`src/rtl/img_io_sequencer_pkg.sv`:
```
// Shared types for the image I/O sequencer: command codes, FSM states
// and the single-port image SRAM control bundle.
package img_io_sequencer_pkg;

    typedef enum logic [1:0] {
        CMD_NOP,
        CMD_LOAD,
        CMD_PROC,
        CMD_DUMP
    } io_cmd_t;

    typedef enum logic [2:0] {
        S_IDLE,
        S_LAUNCH,
        S_WAIT_BUSY,
        S_RUN,
        S_DONE
    } seq_state_t;

    typedef struct packed {
        logic        en;
        logic        we;
        logic [13:0] addr;
        logic [7:0]  wdata;
    } img_sram_ctrl_t;

    localparam img_sram_ctrl_t IMG_SRAM_CTRL_IDLE = '0;

endpackage

```
`src/rtl/img_io_sequencer_if.sv`:
```
// Command channel into the sequencer: one command with image dimensions,
// accepted on cmd_valid && cmd_ready.
interface img_io_sequencer_if;
    import img_io_sequencer_pkg::*;

    logic       cmd_valid;
    io_cmd_t    cmd;
    logic [7:0] cmd_nrows;
    logic [7:0] cmd_ncols;
    logic       cmd_ready;

    modport master (
        output cmd_valid,
        output cmd,
        output cmd_nrows,
        output cmd_ncols,
        input  cmd_ready
    );

    modport slave (
        input  cmd_valid,
        input  cmd,
        input  cmd_nrows,
        input  cmd_ncols,
        output cmd_ready
    );

endinterface

```
`src/rtl/img_sram_port_mux.sv`:
```
// Owner-select mux for the shared SRAM port; with no owner the port is
// held at the no-access value.
module img_sram_port_mux
    import img_io_sequencer_pkg::*;
(
    input  io_cmd_t        owner,
    input  img_sram_ctrl_t rx_ctrl,
    input  img_sram_ctrl_t proc_ctrl,
    input  img_sram_ctrl_t tx_ctrl,
    output img_sram_ctrl_t sram_ctrl
);

    always_comb begin
        sram_ctrl = IMG_SRAM_CTRL_IDLE;
        case (owner)
            CMD_LOAD: sram_ctrl = rx_ctrl;
            CMD_PROC: sram_ctrl = proc_ctrl;
            CMD_DUMP: sram_ctrl = tx_ctrl;
            default:  sram_ctrl = IMG_SRAM_CTRL_IDLE;
        endcase
    end

endmodule

```
`src/rtl/img_io_sequencer.sv`:
```
// Sequencer that launches rx/proc/tx blocks one at a time, arbitrates the
// image SRAM port to the active block and reports run length and timeouts.
module img_io_sequencer
    import img_io_sequencer_pkg::*;
#(
    parameter int BUSY_TIMEOUT = 16,
    parameter int TO_W         = $clog2(BUSY_TIMEOUT + 1),
    parameter int CYC_W        = 24
) (
    input  logic               clk,
    input  logic               rstn,
    img_io_sequencer_if.slave  cmd_bus,
    output logic [7:0]         nrows,
    output logic [7:0]         ncols,
    output logic               rx_en,
    output logic               proc_en,
    output logic               tx_en,
    input  logic               rx_busy,
    input  logic               proc_busy,
    input  logic               tx_busy,
    input  img_sram_ctrl_t     rx_sram_ctrl,
    input  img_sram_ctrl_t     proc_sram_ctrl,
    input  img_sram_ctrl_t     tx_sram_ctrl,
    output img_sram_ctrl_t     sram_ctrl,
    output logic               done,
    output logic               err,
    output logic [CYC_W-1:0]   op_cycles
);

    seq_state_t      state;
    io_cmd_t         owner;
    logic [TO_W-1:0] to_cnt;
    logic            owner_busy;
    logic            accept;

    function automatic logic [CYC_W-1:0] sat_inc(input logic [CYC_W-1:0] v);
        return (&v) ? v : v + CYC_W'(1);
    endfunction

    assign cmd_bus.cmd_ready = (state == S_IDLE);
    assign accept = (state == S_IDLE) && cmd_bus.cmd_valid && (cmd_bus.cmd != CMD_NOP);

    // Only the current owner's busy is observed; the others are ignored.
    always_comb begin
        owner_busy = 1'b0;
        case (owner)
            CMD_LOAD: owner_busy = rx_busy;
            CMD_PROC: owner_busy = proc_busy;
            CMD_DUMP: owner_busy = tx_busy;
            default:  owner_busy = 1'b0;
        endcase
    end

    always_ff @(posedge clk or negedge rstn) begin
        if (!rstn) begin
            state     <= S_IDLE;
            owner     <= CMD_NOP;
            to_cnt    <= '0;
            rx_en     <= 1'b0;
            proc_en   <= 1'b0;
            tx_en     <= 1'b0;
            done      <= 1'b0;
            err       <= 1'b0;
            op_cycles <= '0;
            nrows     <= '0;
            ncols     <= '0;
        end else begin
            rx_en   <= 1'b0;
            proc_en <= 1'b0;
            tx_en   <= 1'b0;
            done    <= 1'b0;
            case (state)
                S_IDLE: begin
                    if (accept) begin
                        nrows     <= cmd_bus.cmd_nrows;
                        ncols     <= cmd_bus.cmd_ncols;
                        owner     <= cmd_bus.cmd;
                        err       <= 1'b0;
                        op_cycles <= '0;
                        rx_en     <= (cmd_bus.cmd == CMD_LOAD);
                        proc_en   <= (cmd_bus.cmd == CMD_PROC);
                        tx_en     <= (cmd_bus.cmd == CMD_DUMP);
                        state     <= S_LAUNCH;
                    end
                end
                S_LAUNCH: begin
                    to_cnt <= '0;
                    state  <= S_WAIT_BUSY;
                end
                // Busy takes priority over the final timeout count.
                S_WAIT_BUSY: begin
                    if (owner_busy) begin
                        state <= S_RUN;
                    end else if (to_cnt == TO_W'(BUSY_TIMEOUT - 1)) begin
                        err   <= 1'b1;
                        done  <= 1'b1;
                        state <= S_DONE;
                    end else begin
                        to_cnt <= to_cnt + TO_W'(1);
                    end
                end
                S_RUN: begin
                    op_cycles <= sat_inc(op_cycles);
                    if (!owner_busy) begin
                        done  <= 1'b1;
                        state <= S_DONE;
                    end
                end
                // Ownership is held through DONE so the last write-back lands.
                S_DONE: begin
                    owner <= CMD_NOP;
                    state <= S_IDLE;
                end
                default: state <= S_IDLE;
            endcase
        end
    end

    img_sram_port_mux u_port_mux (
        .owner     (owner),
        .rx_ctrl   (rx_sram_ctrl),
        .proc_ctrl (proc_sram_ctrl),
        .tx_ctrl   (tx_sram_ctrl),
        .sram_ctrl (sram_ctrl)
    );

endmodule

```
`src/flat_wrapper.sv`:
```
// flat-port wrapper written by rule: the top's interface ports become plain ports
module img_io_sequencer_flat import img_io_sequencer_pkg::*;
#(
    parameter int BUSY_TIMEOUT = 16,
    parameter int TO_W         = $clog2(BUSY_TIMEOUT + 1),
    parameter int CYC_W        = 24
)
  (clk, rstn, nrows, ncols, rx_en, proc_en, tx_en, rx_busy, proc_busy, tx_busy, rx_sram_ctrl, proc_sram_ctrl, tx_sram_ctrl, sram_ctrl, done, err, op_cycles, cmd_bus_cmd_valid, cmd_bus_cmd, cmd_bus_cmd_nrows, cmd_bus_cmd_ncols, cmd_bus_cmd_ready);
  img_io_sequencer_if cmd_bus_i ();
  input  logic clk;
  input  logic rstn;
  output logic [7:0] nrows;
  output logic [7:0] ncols;
  output logic rx_en;
  output logic proc_en;
  output logic tx_en;
  input  logic rx_busy;
  input  logic proc_busy;
  input  logic tx_busy;
  input  img_sram_ctrl_t rx_sram_ctrl;
  input  img_sram_ctrl_t proc_sram_ctrl;
  input  img_sram_ctrl_t tx_sram_ctrl;
  output img_sram_ctrl_t sram_ctrl;
  output logic done;
  output logic err;
  output logic [CYC_W-1:0] op_cycles;
  input wire logic [$bits(cmd_bus_i.cmd_valid)-1:0] cmd_bus_cmd_valid;
  input wire logic [$bits(cmd_bus_i.cmd)-1:0] cmd_bus_cmd;
  input wire logic [$bits(cmd_bus_i.cmd_nrows)-1:0] cmd_bus_cmd_nrows;
  input wire logic [$bits(cmd_bus_i.cmd_ncols)-1:0] cmd_bus_cmd_ncols;
  output wire logic [$bits(cmd_bus_i.cmd_ready)-1:0] cmd_bus_cmd_ready;
  assign cmd_bus_i.cmd_valid = cmd_bus_cmd_valid;
  assign cmd_bus_i.cmd = cmd_bus_cmd;
  assign cmd_bus_i.cmd_nrows = cmd_bus_cmd_nrows;
  assign cmd_bus_i.cmd_ncols = cmd_bus_cmd_ncols;
  assign cmd_bus_cmd_ready = cmd_bus_i.cmd_ready;
  img_io_sequencer #(.BUSY_TIMEOUT(BUSY_TIMEOUT), .TO_W(TO_W), .CYC_W(CYC_W)) u_core (.clk(clk), .rstn(rstn), .cmd_bus(cmd_bus_i), .nrows(nrows), .ncols(ncols), .rx_en(rx_en), .proc_en(proc_en), .tx_en(tx_en), .rx_busy(rx_busy), .proc_busy(proc_busy), .tx_busy(tx_busy), .rx_sram_ctrl(rx_sram_ctrl), .proc_sram_ctrl(proc_sram_ctrl), .tx_sram_ctrl(tx_sram_ctrl), .sram_ctrl(sram_ctrl), .done(done), .err(err), .op_cycles(op_cycles));
endmodule
```
`config.mk`:
```
export PLATFORM = sky130hd
export DESIGN_NAME = img_io_sequencer_flat
export DESIGN_NICKNAME = d
export VERILOG_FILES = /design/src/rtl/img_io_sequencer_pkg.sv /design/src/rtl/img_io_sequencer_if.sv /design/src/rtl/img_sram_port_mux.sv /design/src/rtl/img_io_sequencer.sv /design/src/flat_wrapper.sv
export SDC_FILE = /design/constraint.sdc
export NUM_CORES = 1
export LEC_CHECK = 0
export CELL_PAD_IN_SITES_DETAIL_PLACEMENT = 1
export CELL_PAD_IN_SITES_GLOBAL_PLACEMENT = 1
export CORE_ASPECT_RATIO = 1.4
export CORE_MARGIN = 2
export CORE_UTILIZATION = 27
export CTS_BUF_LIST = sky130_fd_sc_hd__clkbuf_8
export DETAILED_ROUTE_END_ITERATION = 8
export PLACE_DENSITY_LB_ADDON = 0.1
export SYNTH_ARGS = -nofsm -noshare
export SYNTH_HDL_FRONTEND = slang
export SYNTH_SLANG_ARGS = --single-unit
```
`constraint.sdc`:
```
create_clock -name clk -period 2.35 [get_ports clk]
set_clock_uncertainty 0.2 [all_clocks]
set_input_delay 0.3525 -clock clk [delete_from_list [all_inputs] [get_ports clk]]
set_output_delay 0.3525 -clock clk [all_outputs]
set_load 0.01 [all_outputs]
```
# Word level (Yosys, flattened, before mapping)
# Cells that the tools add are included.
op_classes:
  n_addsub: 2
  n_eq_ne: 18
  muxes: 29
  reduce_logical: 15
op_table:
  columns: ["cell", "count"]
  rows:
  - ["case mux 24 bit (3 select lines)", 1]
  - ["2-to-1 mux 24 bit", 2]
  - ["case mux 24 bit (2 select lines)", 1]
  - ["adder 24 x 1 -> 24 bit, second input constant", 1]
  - ["AND reduction 24 bit", 1]
  - ["2-to-1 mux 1 bit", 12]
  - ["2-to-1 mux 3 bit", 4]
  - ["case mux 3 bit (4 select lines)", 1]
  - ["2-to-1 mux 5 bit", 2]
  - ["case mux 5 bit (2 select lines)", 1]
  - ["nonzero test 2 bit", 5]
  - ["AND reduction 3 bit", 3]
  - ["== test 2 bit, second input constant", 4]
  - ["inequality test 2 bit, second input constant", 4]
  - ["== test 3 x 2 -> 1 bit, second input constant", 2]
  - ["adder 5 x 1 -> 5 bit, second input constant", 1]
  - ["== test 5 x 4 -> 1 bit, second input constant", 1]
  - ["== test 2 x 1 -> 1 bit, second input constant", 2]
  - ["inequality test 2 x 1 -> 1 bit, second input constant", 2]
  - ["case mux 1 bit (2 select lines)", 2]
  - ["case mux 2 bit (2 select lines)", 1]
  - ["AND reduction 2 bit", 2]
  - ["AND reduction 4 bit", 1]
  - ["== test 3 x 1 -> 1 bit, second input constant", 1]
  - ["6 further kinds", 7]
totals:
  regBits: 55
  input_bits: 96
  out_inout_bits: 70
  word_cells: 75

# Logic depth before layout (Yosys ltp)
# Gate-level depths: netlist of run 1.
logic_depth:
  ltp_word: 5
  ltp_mapped: 8
  depth_no_buf: 8

# Modules after synthesis
# A second synthesis of run 1 with hierarchy kept.
hier_totals:
  cells_unflattened: 329
  area_unflattened_um2: 3464.6
modules_own_cells:
  columns: ["module", "instances", "cells_per_inst", "area_each_um2", "seq_area_each_um2"]
  rows:
  - ["img_io_sequencer", 1, 271, 2797.7, 1376.3]
  - ["img_sram_port_mux", 1, 58, 666.9, 0.0]

# Worst setup path before layout of run 1
# OpenSTA, ideal clock, no wires.
synth_path:
  path_type: "reg-to-reg"
  from: "register u_core.to_cnt[0]"
  to: "register u_core.to_cnt[0]"
  setup_ps: 125
  arrival_ps: 2063
  required_time_ps: 2025
  slack_ps: -38
  path_stages_with_launch: 8
  n_path_buf: 0
  period_less_slack_ps: 2388
  path_cell_list: "dfrtp_1 -> ha_1 -> and3_1 -> ha_1 -> or3b_1 -> a221o_1 -> a21o_1 -> mux2_2"
synth_via:
  elab_chain_cells: 4
  elab_cells_between_ends: 7
  cone_classes: "1 x add/sub; 2 x eq/ne; 3 x mux; 1 x reduce/logical"
synth_lines:
  columns: ["item", "line_no", "source"]
  rows:
  - ["start, declared", "img_io_sequencer.sv:32", "logic [TO_W-1:0] to_cnt;"]
  - ["start signal, assigned", "img_io_sequencer.sv:99", "to_cnt <= to_cnt + TO_W'(1);"]
  - ["adder 5 x 1 -> 5 bit", "img_io_sequencer.sv:99", null]
  - ["2-to-1 mux 5 bit", "img_io_sequencer.sv:94", "end else if (to_cnt == TO_W'(BUSY_TIMEOUT - 1)) begin"]
  - ["2-to-1 mux 5 bit", "img_io_sequencer.sv:92", "if (owner_busy) begin"]
  - ["case mux 5 bit (2 select lines)", "img_io_sequencer.sv:72", "case (state)"]
# Parallel ways exist; a longest one is shown, timed or not. The select of a mux whose other input is x is not followed.
# A chain may end at the register's enable or synchronous reset.

# Final worst setup path of run 1
layout_path:
  from: "register u_core.to_cnt[1]"
  to: "register u_core.to_cnt[0]"
layout_via:
  elab_chain_cells: 3
layout_lines:
  columns: ["item", "line_no"]
  rows:
  - ["== test 5 x 4 -> 1 bit", "img_io_sequencer.sv:94"]
  - ["inequality test 2 bit (no line)", null]
  - ["AND reduction 3 bit (no line)", null]
# No other way between the ends.

==> results of run 1 <==
==> area by class of cell <==
cell class                      count  area [µm²]  share of cell area [%]
Clock buffer                        5        68.8                    1.26
Clock inverter                      3        25.0                   0.459
Inverter                            3        11.3                   0.207
Sequential cell                    55        1380                    25.3
Tap cell                          147         184                    3.38
Timing Repair Buffer              202        1980                    36.4
Multi-Input combinational cell    274        1790                    32.9
Antenna cell                        3        7.51                   0.138
==> state kept, by name (all words and copies together), names as in the netlist <==
| signal | count |
|---|---|
| u_core.to_cnt | 5 |
| u_core.proc_en | 1 |
| u_core.rx_en | 1 |
| u_core.tx_en | 1 |
| u_core.state | 3 |
| u_core.nrows | 8 |
| u_core.op_cycles | 24 |
| u_core.err | 1 |
| u_core.done | 1 |
| u_core.owner | 2 |
| u_core.ncols | 8 |
==> placed cells by master, fill, tap and decap left out, types with 3 or more instances in the layout <==
cell type,instances
a21o_1,9
a21oi_1,10
a22o_1,31
a31oi_1,7
a41oi_1,4
and2_1,3
and3_1,3
buf_12,7
buf_16,3
buf_4,25
clkbuf_2,20
clkbuf_8,5
clkdlybuf4s15_2,3
clkdlybuf4s50_1,139
dfrtp_1,54
diode_2,3
inv_1,3
mux2_2,24
nand2_1,70
nand3_1,19
nand4_1,3
nor2_1,18
nor3_1,11
nor3b_1,4
o21ai_0,10
o21ai_1,5
o22ai_1,7
o31ai_1,3
==> report_power, final <==
group / leakage [nW] / switching (W) / internal (W)
Clock: 0.0452 / 0.000357 / 0.000218
Combinational: 1.64 / 0.00153 / 0.00180
Sequential: 0.727 / 0.000255 / 0.00122
Total: 2.41 / 0.00214 / 0.00324
==> per-stage QoR <==
step                      setup slack (ns)  hold slack, ns  area [µm²]  setup TNS, ns
final                              -0.0176           0.283        5450        -0.0176
after global routing                -0.104           0.315        5440         -0.259
after global placement             0.00592           0.193        5260              0
after floorplan                    0.00134          -0.143        3260              0
after detailed placement           -0.0720           0.197        5260         -0.159
after CTS                          -0.0446           0.293        5530        -0.0483
==> worst paths after layout <==
| check | slack, ns | cells past startpoint | endpoint |
|---|---|---|---|
| min in group asynchronous | 0.36 | 2 | u_core.state[0] |
| setup / recovery | -0.02 | 7 | u_core.to_cnt[0] |
| setup reg to reg | -0.02 | 7 | u_core.to_cnt[0] |
| hold / removal | 0.28 | 2 | u_core.nrows[6] |
| hold reg to reg | 0.28 | 2 | u_core.nrows[6] |
| max in group asynchronous | 1.00 | 3 | u_core.op_cycles[4] |
==> worst min-delay path, stage by stage, from the launching register on <==
cell     delay, ns
dfrtp_1       0.36
nand2_1       0.05
nand2_1       0.05
==> layer usage <==
metal	GRT usage [%]	up-vias	wire [µm]
met5	0	-	0
met4	6.18	0	274
met3	5.99	17	927
met2	36.9	133	6680
met1	21.6	1732	5010
li1	-	1684	-
==> timing repair <==
action                                  CTS  global route
resized for setup                        59            25
endpoints found under the hold margin    23             0
gates cloned                              3             0
endpoints found under the setup margin   30            26
pin swaps                                 4             1
buffers inserted                          7             0
hold buffers                              1             0
==> cell families (layout without fill, tap and decap cells) <==
| family | Yosys count | after routing | synth area share [%] |
|---|---|---|---|
| DFF | 55 | 55 | 42.2 |
| AOI/OAI and AO/OA | 92 | 92 | 20.3 |
| adders and majority gates | 3 | 3 | 1.15 |
| and+or+nand+nor | 152 | 152 | 23.1 |
| muxes | 27 | 27 | 9.29 |
| other | 0 | 3 | 0 |
| buffers and inverters | 27 | 213 | 3.99 |
==> results_dict.tcl, run 1 <==
set metrics [dict create \
    status "complete, but fails checks" \
    failed_checks "negative setup slack" \
    synth-async-reset-ratio_pct 100 \
    critPathSlowestCell "dfrtp_1" \
    numCtsBuffers 5 \
    grt_pass1_vias 3887 \
    initial_utilization_pct 27.6 \
    ys_warn_count 0 \
    synth_edf_count 0 \
    synth_cell_type_count 46 \
    leakagePower_nw 2.41 \
    synth_most_common_cell "nand2_1" \
    worstPathRequired_ns 2.37 \
    port_buffers 165 \
    rows 47 \
    clock_latency_ns 0.33 \
    final-setup-viol-count 1 \
    dpl.cell_count 670 \
    period_share_pct 101 \
    finalNonFillerCells 692 \
    synth.avg_cell_area_um2 9.16 \
    crit_arrival_ns 2.39 \
    startpoint_type "flop" \
    area_growth_pct 67.1 \
    mappedNetlistArea_um2 3260 \
    synth_common_cells "70 x nand2_1, 55 x dfrtp_1, 31 x a22o_1" \
    pin_count 166 \
    cts.clk_slew.worst_paths_ns 0.12 \
    clock_sink_count 55 \
    crit_path_start "u_core.to_cnt[1]" \
    clockBufferDepth 2 \
    fmax_mhz 422 \
    dieArea_um2 13000 \
    final.setup.worst_slack_ns -0.0176 \
    hpwlAfterDp_um 9490 \
    period_needed_ns 2.37 \
    finalNetCount 640 \
    r2r_start "u_core.to_cnt[1]" \
    netlist_top_cells_area "dfrtp_1 42%, mux2_2 9.0%, a22o_1 8.3%" \
    finalHoldViolations 0 \
    h-tree-depth 2 \
    nFillCells 1374 \
    crit_chain "ha_2 > and3_4 > ha_4 > or3b_1 > a221o_1 > a21o_4 > mux2_4" \
    syn_inst 356 \
    drive_above_1_share_pct 20.1 \
    slew_headroom_pct 59.2 \
    num_vias 3566 \
    globalRouteOverflowTotal 0 \
    first_iter_violations 77 \
    synth_largest_area_cell "dfrtp_1" \
    die_x_um 96.9 \
    p_total_w 0.00538 \
    drcViolationCount 0 \
    viasPerCell 5.15 \
    wl_per_cell_um 18.6 \
    first_pass_iters 4 \
    core-area_um2 11800 \
    synth_ff_type "dfrtp_1" \
    root_buffer "clkbuf_8" \
    antenna_found_initial 3 \
    crit_path_end_kind "flop" \
    peakVddDrop_v 0.000388 \
    crit_fanout 7 \
    synth_nets 455 \
    powerDensity_nw_per_um2 987 \
    grt_pass1_wl_um 20900 \
    postLayoutCoreUtil_pct 46.1 \
    final_antenna_net_count 0 \
    maxSlewViolCount 0 \
    rsz0062_at_grt "true" \
    crit_buf_inv 0 \
    chipHeight_um 134 \
    cpPeakStageDelay_ns 0.40 \
    cap_viol_max_count 0 \
    cts_tree "yes" \
    cpLargestDelayFamily "compound AO/OA/AOI/OAI gates" \
    grt_max_degree 33 \
    routed_wl_um 12900 \
    place_congestion 0.806 \
    hp-class "flop to flop" \
    ys_seq_area_share_pct 42.2 \
    ys_ff_latch 55 \
    grt_usage_pct 19.9 \
    min_from "u_core.nrows[6]" \
    setup.worst_path.class "flop to flop" \
    synth.top_cell.area_share_pct 42.2 \
    worst_pin_slew_ns 0.612 \
]
(Power assumes the default switching activity.)
==> inputs of run 2 (changes only) <==
--- a/config.mk
+++ b/config.mk
@@ -12,6 +12,7 @@
 export CORE_UTILIZATION = 27
 export CTS_BUF_LIST = sky130_fd_sc_hd__clkbuf_8
 export DETAILED_ROUTE_END_ITERATION = 8
+export HOLD_SLACK_MARGIN = 0.08
 export PLACE_DENSITY_LB_ADDON = 0.1
 export SYNTH_ARGS = -nofsm -noshare
 export SYNTH_HDL_FRONTEND = slang
==> results of run 2 <==
Final layout, timing and power as in run 1 (identical DEF).
==> inputs of run 3 (changes only) <==
--- a/config.mk
+++ b/config.mk
@@ -5,6 +5,7 @@
 export SDC_FILE = /design/constraint.sdc
 export NUM_CORES = 1
 export LEC_CHECK = 0
+export CAP_MARGIN = 20
 export CELL_PAD_IN_SITES_DETAIL_PLACEMENT = 1
 export CELL_PAD_IN_SITES_GLOBAL_PLACEMENT = 1
 export CORE_ASPECT_RATIO = 1.4
==> results of run 3 <==
Final layout, timing and power as in run 1 (identical DEF).
